--- config.mk ---
export PLATFORM = sky130hd
export DESIGN_NAME = block_transfer_unit
export DESIGN_NICKNAME = d
export VERILOG_FILES = /design/src/rtl/block_transfer_unit.sv
export SDC_FILE = /design/constraint.sdc
export NUM_CORES = 1
export LEC_CHECK = 0
export CAP_MARGIN = 10
export CORE_MARGIN = 4
export CORE_UTILIZATION = 30
export CTS_BUF_LIST = sky130_fd_sc_hd__clkbuf_8 sky130_fd_sc_hd__clkbuf_16
export DETAILED_ROUTE_END_ITERATION = 8
export MAX_ROUTING_LAYER = met4
export PLACE_DENSITY = 0.6
export REMOVE_ABC_BUFFERS = 1
export SYNTH_ARGS = -nofsm -noshare
export SYNTH_HDL_FRONTEND = slang
export SYNTH_SLANG_ARGS = --single-unit
--- constraint.sdc ---
create_clock -name clk -period 3 [get_ports clk]
set_clock_uncertainty 0.15 [all_clocks]
set_input_delay 0.45 -clock clk [delete_from_list [all_inputs] [get_ports clk]]
set_output_delay 0.45 -clock clk [all_outputs]
set_load 0.02 [all_outputs]
--- src/rtl/block_transfer_unit.sv ---
// Multi-register block transfer (LDM/STM): one register moved per cycle, optional base writeback.
// Latency: start at edge k -> transfers k+1..k+N, writeback k+N+1 if taken, done pulse next cycle.
// No backpressure: memory and register file are assumed to complete in a single cycle.
module block_transfer_unit (
    input  logic        clk,
    input  logic        Reset,
    input  logic        start,
    input  logic        is_load,
    input  logic        pre,
    input  logic        up,
    input  logic        wb,
    input  logic [3:0]  Rn,
    input  logic [15:0] reg_list,
    input  logic [31:0] base_val,
    output logic [3:0]  rf_ra,
    input  logic [31:0] rf_rd,
    output logic [3:0]  rf_wa,
    output logic [31:0] rf_wd,
    output logic        rf_we,
    output logic        pc_we,
    output logic [31:0] pc_wd,
    output logic [31:0] mem_addr,
    output logic [31:0] mem_wdata,
    output logic        mem_we,
    input  logic [31:0] mem_rdata,
    output logic        busy,
    output logic        done
);

    typedef enum logic [1:0] {S_IDLE, S_XFER, S_WB, S_DONE} state_t;

    state_t      state_q, state_d;
    logic        is_load_q, is_load_d;
    logic        wb_q, wb_d;
    logic [3:0]  rn_q, rn_d;
    logic [15:0] list_q, list_d;
    logic [15:0] mask_q, mask_d;
    logic [31:0] addr_q, addr_d;
    logic [31:0] base_q, base_d;
    logic [31:0] wb_val_q, wb_val_d;

    logic [4:0]  cnt;
    logic [31:0] span;
    logic [31:0] start_addr;
    logic [3:0]  cur_idx;
    logic        last_xfer;
    logic        do_wb;

    always_comb begin
        cnt = 5'd0;
        for (int i = 0; i < 16; i++) begin
            cnt = cnt + {4'd0, reg_list[i]};
        end
    end

    assign span = {25'd0, cnt, 2'b00};

    always_comb begin
        unique case ({pre, up})
            2'b01:   start_addr = base_val;
            2'b11:   start_addr = base_val + 32'd4;
            2'b00:   start_addr = base_val - span + 32'd4;
            default: start_addr = base_val - span;
        endcase
    end

    // Lowest remaining set bit of the mask is the register moved this cycle.
    always_comb begin
        cur_idx = 4'd0;
        for (int i = 15; i >= 0; i--) begin
            if (mask_q[i]) begin
                cur_idx = 4'(i);
            end
        end
    end

    assign last_xfer = ((mask_q & (mask_q - 16'd1)) == 16'd0);
    // A load that overwrites the base register wins over writeback.
    assign do_wb     = wb_q && !(is_load_q && list_q[rn_q]);

    always_ff @(posedge clk or negedge Reset) begin
        if (!Reset) begin
            state_q   <= S_IDLE;
            is_load_q <= 1'b0;
            wb_q      <= 1'b0;
            rn_q      <= 4'd0;
            list_q    <= 16'd0;
            mask_q    <= 16'd0;
            addr_q    <= 32'd0;
            base_q    <= 32'd0;
            wb_val_q  <= 32'd0;
        end else begin
            state_q   <= state_d;
            is_load_q <= is_load_d;
            wb_q      <= wb_d;
            rn_q      <= rn_d;
            list_q    <= list_d;
            mask_q    <= mask_d;
            addr_q    <= addr_d;
            base_q    <= base_d;
            wb_val_q  <= wb_val_d;
        end
    end

    always_comb begin
        state_d = state_q;
        unique case (state_q)
            S_IDLE: begin
                if (start) begin
                    state_d = (reg_list == 16'd0) ? S_DONE : S_XFER;
                end
            end
            S_XFER: begin
                if (last_xfer) begin
                    state_d = do_wb ? S_WB : S_DONE;
                end
            end
            S_WB:    state_d = S_DONE;
            default: state_d = S_IDLE;
        endcase
    end

    always_comb begin
        is_load_d = is_load_q;
        wb_d      = wb_q;
        rn_d      = rn_q;
        list_d    = list_q;
        mask_d    = mask_q;
        addr_d    = addr_q;
        base_d    = base_q;
        wb_val_d  = wb_val_q;
        if (state_q == S_IDLE && start) begin
            is_load_d = is_load;
            wb_d      = wb;
            rn_d      = Rn;
            list_d    = reg_list;
            mask_d    = reg_list;
            addr_d    = start_addr;
            base_d    = base_val;
            wb_val_d  = up ? (base_val + span) : (base_val - span);
        end else if (state_q == S_XFER) begin
            mask_d = mask_q & ~(16'd1 << cur_idx);
            addr_d = addr_q + 32'd4;
        end
    end

    always_comb begin
        rf_ra     = 4'd0;
        rf_wa     = 4'd0;
        rf_wd     = 32'd0;
        rf_we     = 1'b0;
        pc_we     = 1'b0;
        pc_wd     = 32'd0;
        mem_addr  = 32'd0;
        mem_wdata = 32'd0;
        mem_we    = 1'b0;
        busy      = 1'b0;
        done      = 1'b0;
        unique case (state_q)
            S_XFER: begin
                busy     = 1'b1;
                rf_ra    = cur_idx;
                mem_addr = addr_q;
                if (!is_load_q) begin
                    // The base register is stored with its value at request time.
                    mem_wdata = (cur_idx == rn_q) ? base_q : rf_rd;
                    mem_we    = 1'b1;
                end else if (cur_idx == 4'd15) begin
                    pc_wd = mem_rdata;
                    pc_we = 1'b1;
                end else begin
                    rf_wa = cur_idx;
                    rf_wd = mem_rdata;
                    rf_we = 1'b1;
                end
            end
            S_WB: begin
                busy  = 1'b1;
                rf_wa = rn_q;
                rf_wd = wb_val_q;
                rf_we = (rn_q != 4'd15);
            end
            S_DONE:  done = 1'b1;
            default: ;
        endcase
    end

endmodule

# Word level (Yosys, flattened, before mapping)
# Cells that the tools add are included.
word_totals:
  latch_bits: 0
  elab_cells: 109
  output_inout_bits: 141
  mem_bits_rw: 0
  reg_bits: 136
  input_bits: 123
  rom_bits: 0
  n_memories: 0
op_classes:
  n_addsub: 21
  n_shift: 1
  bitwise: 3
  div: 0
  n_lt_le_gt_ge: 1
  eq_ne: 10
  reduce_logical: 11
  n_mul: 0
  muxes: 53
ops:
  columns: ["cell", "n"]
  rows:
  - ["$mux W32", 12]
  - ["$add A32 B3 Y32 const B", 3]
  - ["$pmux W32 S3", 1]
  - ["$mux W4", 19]
  - ["$pmux W32 S2", 1]
  - ["$add A5 B1 Y5", 11]
  - ["$add A32 B7 Y32", 1]
  - ["$and A16 B16 Y16", 2]
  - ["$logic_not A16 Y1", 2]
  - ["$mux W16", 2]
  - ["$sub A32 B7 Y32", 1]
  - ["$not A16 Y16", 1]
  - ["$shl A1 B4 Y16 const A", 1]
  - ["$sub A16 B1 Y16 const B", 1]
  - ["$mux W1", 11]
  - ["$pmux W4 S2", 1]
  - ["$eq A2 B2 Y1 const B", 3]
  - ["$mux W2", 3]
  - ["$pmux W2 S3", 1]
  - ["$add A4 B1 Y5", 1]
  - ["$lt A4 B5 Y1 const B", 1]
  - ["$add A3 B1 Y4", 1]
  - ["$bmux W1 S4", 1]
  - ["$eq A2 B1 Y1 const B", 2]
  - ["13 further kinds", 17]

# Depth between registers and ports, before layout
# Gate-level depths: netlist (run 1).
logic_depth:
  depth_word: 21
  mapped_depth: 25
  depth_no_buf: 23

# Worst setup path before layout (run 1)
# No wires, ideal clock.
synth_timing:
  path_type: "in2reg"
  from: "input reg_list[0]"
  to: "register addr_q[25]"
  cell_stages: 21
  slack_ns: -3.719
  n_path_buf: 1
  t_required_ns: 2.721
  t_arrival_ns: 6.440
  setup_time_ns: 0.129
  cell_sequence: "inv_1 > fa_1 > fa_1 > fa_1 > fa_1 > inv_1 > ha_1 > fa_1 > a21o_1 > and2_1 > ha_1 > buf_4 > nand2b_1 > nand2_1 > or4_1 > a222oi_1 > nand4_1 > or3_4 > o311a_1 > o21ai_1 > a31oi_1"
synth_between:
  elab_chain_cells: 19
synth_rtl:
  columns: ["item", "line", "text"]
  rows:
  - ["start: declaration", "13", "input logic [15:0] reg_list,"]
  - ["$add A1 B1 Y2 *", "52", "cnt = cnt + {4'd0, reg_list[i]};"]
  - ["$add A2 B1 Y3 *", "52", null]
  - ["$add A3 B1 Y4 *", "52", null]
  - ["$add A4 B1 Y5 *", "52", null]
  - ["$add A5 B1 Y5 * (11 in series)", "52", null]
  - ["$sub A32 B7 Y32 *", "62, 63", null]
  - ["$add A32 B3 Y32", "62", "2'b00: start_addr = base_val - span + 32'd4;"]
  - ["$pmux W32 S3 *", "59", "unique case ({pre, up})"]
  - ["$mux W32 *", "132", "if (state_q == S_IDLE && start) begin"]
  - ["end signal: assignment", "99", "addr_q <= addr_d;"]
  - ["end: declaration", "38", "logic [31:0] addr_q, addr_d;"]
# Mark *: on every way between the ends. The rest lies on a longest branch, timed or not.
# A chain may end at the register's enable or synchronous reset.

# Worst setup path after layout (run 1)
layout_timing:
  from: "input reg_list[9]"
  to: "register addr_q[25]"
layout_between:
  elab_chain_cells: 11
layout_rtl:
  columns: ["item", "line"]
  rows:
  - ["$add A5 B1 Y5 * (7 in series)", "52"]
  - ["$sub A32 B7 Y32 *", "62, 63"]
  - ["$add A32 B3 Y32", "62"]
  - ["$pmux W32 S3 *", "59"]
  - ["$mux W32 *", "132"]
# Marks and branches as above.

==> qor.txt, run 1 <==
TIMING
----------------------------------------------------------------------------------------
Final Hold Vio Count                                                                   0
Min setup slack post-route                                                      -3190 ps
Slew @ Worst Pin                                                                  925 ps
Count of final setup violators                                                       162
Number of max-slew violations in the final report                                      0
Min cycle time layout                                                            6190 ps
Unrepaired setup endpoints after global routing                                      yes
Maximum achievable frequency                                                     162 MHz
Final Cycle Share                                                                   2.06
Setup TNS                                                                    -204,560 ps
Worst slew margin                                                                  0.384

HOLD PATH
----------------------------------------------------------------------------------------
Hold Path Class                                                             primary input to flip-flop

LOGIC SYNTHESIS
----------------------------------------------------------------------------------------
Proportion of synthesized chip area in sequential cells                            0.281
Most frequent cell after synthesis                                          sky130_fd_sc_hd__nand2_1
Ranking of synthesized cells by instance count                              268 x sky130_fd_sc_hd__nand2_1, 134 x sky130_fd_sc_hd__dfrtp_1, 110 x sky130_fd_sc_hd__clkbuf_1
Yosys warning count                                                                    0
Flip-flop cell with the highest count after synthesis                       sky130_fd_sc_hd__dfrtp_1
Synth Instances                                                                    1,584
Proportion of netlist area held by the largest area contributor                    0.281
Number of enable flip-flop cells after synthesis                                       0
Number of distinct library cells after synthesis                                      82
Largest area contributor in the netlist                                     sky130_fd_sc_hd__dfrtp_1
Synthesized flop and latch total                                                     134
Share of async-settable or async-resettable flops after synthesis                   1.00
Top cells by area in the synthesized netlist                                sky130_fd_sc_hd__dfrtp_1 28%, sky130_fd_sc_hd__nand2_1 8.4%, sky130_fd_sc_hd__a21oi_1 4.6%
Per-instance average area after synthesis                                       7.54 um2
Post-Syn Area                                                                 0.0119 mm2

DETAILED ROUTING
----------------------------------------------------------------------------------------
DRC marker count from the first detailed-route iteration                           1,208
First-pass iteration count of the detailed router                                      5
Wire length reported by the detailed router                                    64,400 um
Routed via count divided by cell count                                              5.54
Routed WL per cell                                                               23.4 um
ANT nets after route                                                                   0
Via count                                                                         15,300
DRC Markers                                                                            0

PLACEMENT
----------------------------------------------------------------------------------------
Instance area at placement                                                    0.0178 mm2
Placement-stage worst setup slack                                               -4340 ps
Total half-perimeter wirelength after legalization and detailed placement      45,500 um
Port-buffer cells                                                                    263
Placer's final routability congestion estimate                                     0.981

POWER
----------------------------------------------------------------------------------------
Leak Pwr                                                                         9.57 nW
Peak supply drop                                                                0.645 mV
Overall power consumption                                                        21.8 mW
Power Dens Cells                                                              985 mW/mm2

CELLS AND AREA
----------------------------------------------------------------------------------------
Layout Utilization                                                                 0.567
Layout Nets                                                                        2,384
Summed area of non-filler cells in the final layout                           0.0221 mm2
Fraction of final layout cells with drive strength greater than 1                  0.436
Antenna diode count                                                                    0
P&R area growth vs syn                                                             85.4%

CRITICAL PATH
----------------------------------------------------------------------------------------
Sequence of cells on the critical path                                      buf_8 > inv_4 > fa_1 > fa_1 > fa_2 > fa_1 > inv_2 > ha_4 > fa_2 > xor2_2 > inv_1 > ha_4 > and2b_4 > a2111oi_4 > buf_4 > or4_4 > a222oi_1 > buf_4 > nand4_1 > buf_6 > or3_4 > o311a_1 > o21ai_1 > a31oi_1
Cell occurring most often along the worst timing path                       sky130_fd_sc_hd__fa_1
Slowest-stage cell, CP                                                      sky130_fd_sc_hd__fa_1
Critical Path Fanout Max                                                               6
Data required time of the worst path                                             3180 ps
Slowest cell delay on critical path                                               550 ps
Register-to-register setup slack                                                  170 ps
Buffering stage count on the worst path with inverters included                        7
Crit Path Category                                                          primary input to flip-flop
Crit-path leading delay family                                               adder cells
Worst EP arrival                                                                 6370 ps
Critical Path End Type                                                         flip-flop
Startpoint class of the critical path                                       primary input

CLOCKING
----------------------------------------------------------------------------------------
Root buffer cell                                                            sky130_fd_sc_hd__clkbuf_16
CTS Buf Count                                                                         17
H-tree Lvls                                                                            4
Clock-pin transition on the worst setup and hold timing paths                      70 ps
Maximum number of buffers from clock root to sink                                      2
Insertion delay of the later-clocked pin in the worst-skew pair                   450 ps
Clock sinks                                                                          134
CTS tree                                                                             yes

FLOORPLAN
----------------------------------------------------------------------------------------
Die W                                                                             207 um
Number of rows in the core area                                                       72
Area of the core region                                                       0.0390 mm2
Top-level I/O count                                                                  264
Effective utilization at floorplan                                                 0.306
Die area                                                                      0.0431 mm2
Die H                                                                             207 um

JOB
----------------------------------------------------------------------------------------
Max-Cap Viols                                                                          0

GRT
----------------------------------------------------------------------------------------
Global-route congestion overflow total                                                 0
Overall global routing resource usage                                              0.292
Initial antenna violation count                                                        0
Maximum number of pins on one net before global-route repair                          76
First-pass GRT wire length                                                     95,300 um
Vias in the first global route                                                    15,300

OUTCOME
----------------------------------------------------------------------------------------
Status                                                                      complete, but fails checks
Violations in the final reports                                             negative setup slack

## stage by stage
stage               hold WS (ps)  cells
floorplan                   4.41   1456
global placement             278   2600
detailed placement           284   2600
CTS                          108   2738
global route                 114   2754
finish                       124   2754
## placed cells by master, fill, tap and decap left out, types with 21 or more instances in the layout
| cell | netlist | layout |
|---|---|---|
| sky130_fd_sc_hd__buf_4 | 1 | 373 |
| sky130_fd_sc_hd__nand2_1 | 268 | 258 |
| sky130_fd_sc_hd__buf_6 | 0 | 181 |
| sky130_fd_sc_hd__dfrtp_1 | 134 | 134 |
| sky130_fd_sc_hd__clkdlybuf4s50_1 | 0 | 123 |
| sky130_fd_sc_hd__a21oi_1 | 109 | 79 |
| sky130_fd_sc_hd__nor2_1 | 91 | 78 |
| sky130_fd_sc_hd__inv_1 | 62 | 48 |
| sky130_fd_sc_hd__o21ai_0 | 84 | 43 |
| sky130_fd_sc_hd__buf_12 | 0 | 40 |
| sky130_fd_sc_hd__xnor2_1 | 57 | 38 |
| sky130_fd_sc_hd__o211ai_1 | 37 | 37 |
| sky130_fd_sc_hd__nand3_1 | 44 | 36 |
| sky130_fd_sc_hd__a22o_1 | 36 | 36 |
| sky130_fd_sc_hd__xor2_1 | 43 | 36 |
| sky130_fd_sc_hd__and2_4 | 0 | 33 |
| sky130_fd_sc_hd__o21ai_1 | 2 | 32 |
| sky130_fd_sc_hd__and2_1 | 65 | 30 |
| sky130_fd_sc_hd__nor3_1 | 39 | 28 |
| sky130_fd_sc_hd__a21oi_2 | 0 | 24 |
| sky130_fd_sc_hd__clkbuf_16 | 0 | 21 |
## power breakdown
part | internal (mW) | leakage, nW | total (mW) | switching, mW
Clock | 1.25 | 0.288 | 2.21 | 0.958
Sequential | 2.66 | 1.64 | 3.32 | 0.659
Combinational | 7.86 | 7.64 | 16.3 | 8.41
Total | 11.8 | 9.57 | 21.8 | 10.0
## state kept, by name (all words and copies together) (netlist names)
name / count
addr_q: 32
base_q: 32
is_load_q: 1
list_q: 16
mask_q: 16
rn_q: 4
state_q: 2
wb_q: 1
wb_val_q: 30
## cell type report
cell class,instances,area [um2]
timing repair buffer,748,7310
clock inverter,14,150
sequential,134,3350
tap,518,648
clock buffer,18,439
inverter,63,246
fill,3467,16900
multi-input combinational,1259,9990
## worst min-delay path, stage by stage
cell and delay, ps:
sky130_fd_sc_hd__buf_2 110, sky130_fd_sc_hd__nand2_1 70, sky130_fd_sc_hd__nand2_1 60
## per-layer routing
layer	track usage	wire length, um	vias to the layer above
met3	0.0524	4550	80
met2	0.469	30700	645
met5	-	0	-
met4	0.0691	1710	0
met1	0.385	27400	7563
li1	-	-	6978
## repair_timing
action,4_1_cts,5_1_grt
cloned,12,4
hold endpoints to repair,42,0
hold buffers,1,0
gates resized for setup,1012,231
endpoints found under the setup margin,167,170
pin swaps,175,148
buffers inserted,101,44
## cell families after synthesis
| kind of cell | synth area share |
|---|---|
| muxes | 0.0198 |
| buffers and inverters | 0.0607 |
| AOI/OAI and AO/OA | 0.252 |
| DFF | 0.281 |
| xor gates and xnor gates | 0.0734 |
| and+or+nand+nor | 0.266 |
| adders and majority gates | 0.0482 |
## worst paths after layout
| path | start | to | cells past startpoint |
|---|---|---|---|
| max in group asynchronous | Reset | rn_q[0]$_DFFE_PN0P_ | 3 |
| setup / recovery | reg_list[9] | addr_q[25]$_DFFE_PN0N_ | 24 |
| min in group asynchronous | Reset | addr_q[18]$_DFFE_PN0N_ | 2 |
| hold / removal | reg_list[1] | list_q[1]$_DFFE_PN0P_ | 3 |
| setup reg to reg | mask_q[1]$_DFFE_PN0N_ | state_q[1]$_DFFE_PN0P_ | 10 |
| hold reg to reg | addr_q[1]$_DFFE_PN0P_ | addr_q[1]$_DFFE_PN0P_ | 2 |
No activity file was read; power rests on OpenSTA's default activity.
==> run 2: changes to the inputs <==
Settings changed: ABC_CLOCK_PERIOD_IN_PS set to 3000.
==> results of run 2 <==
Same layout as run 1: the final DEF is identical, and so are final timing and power.
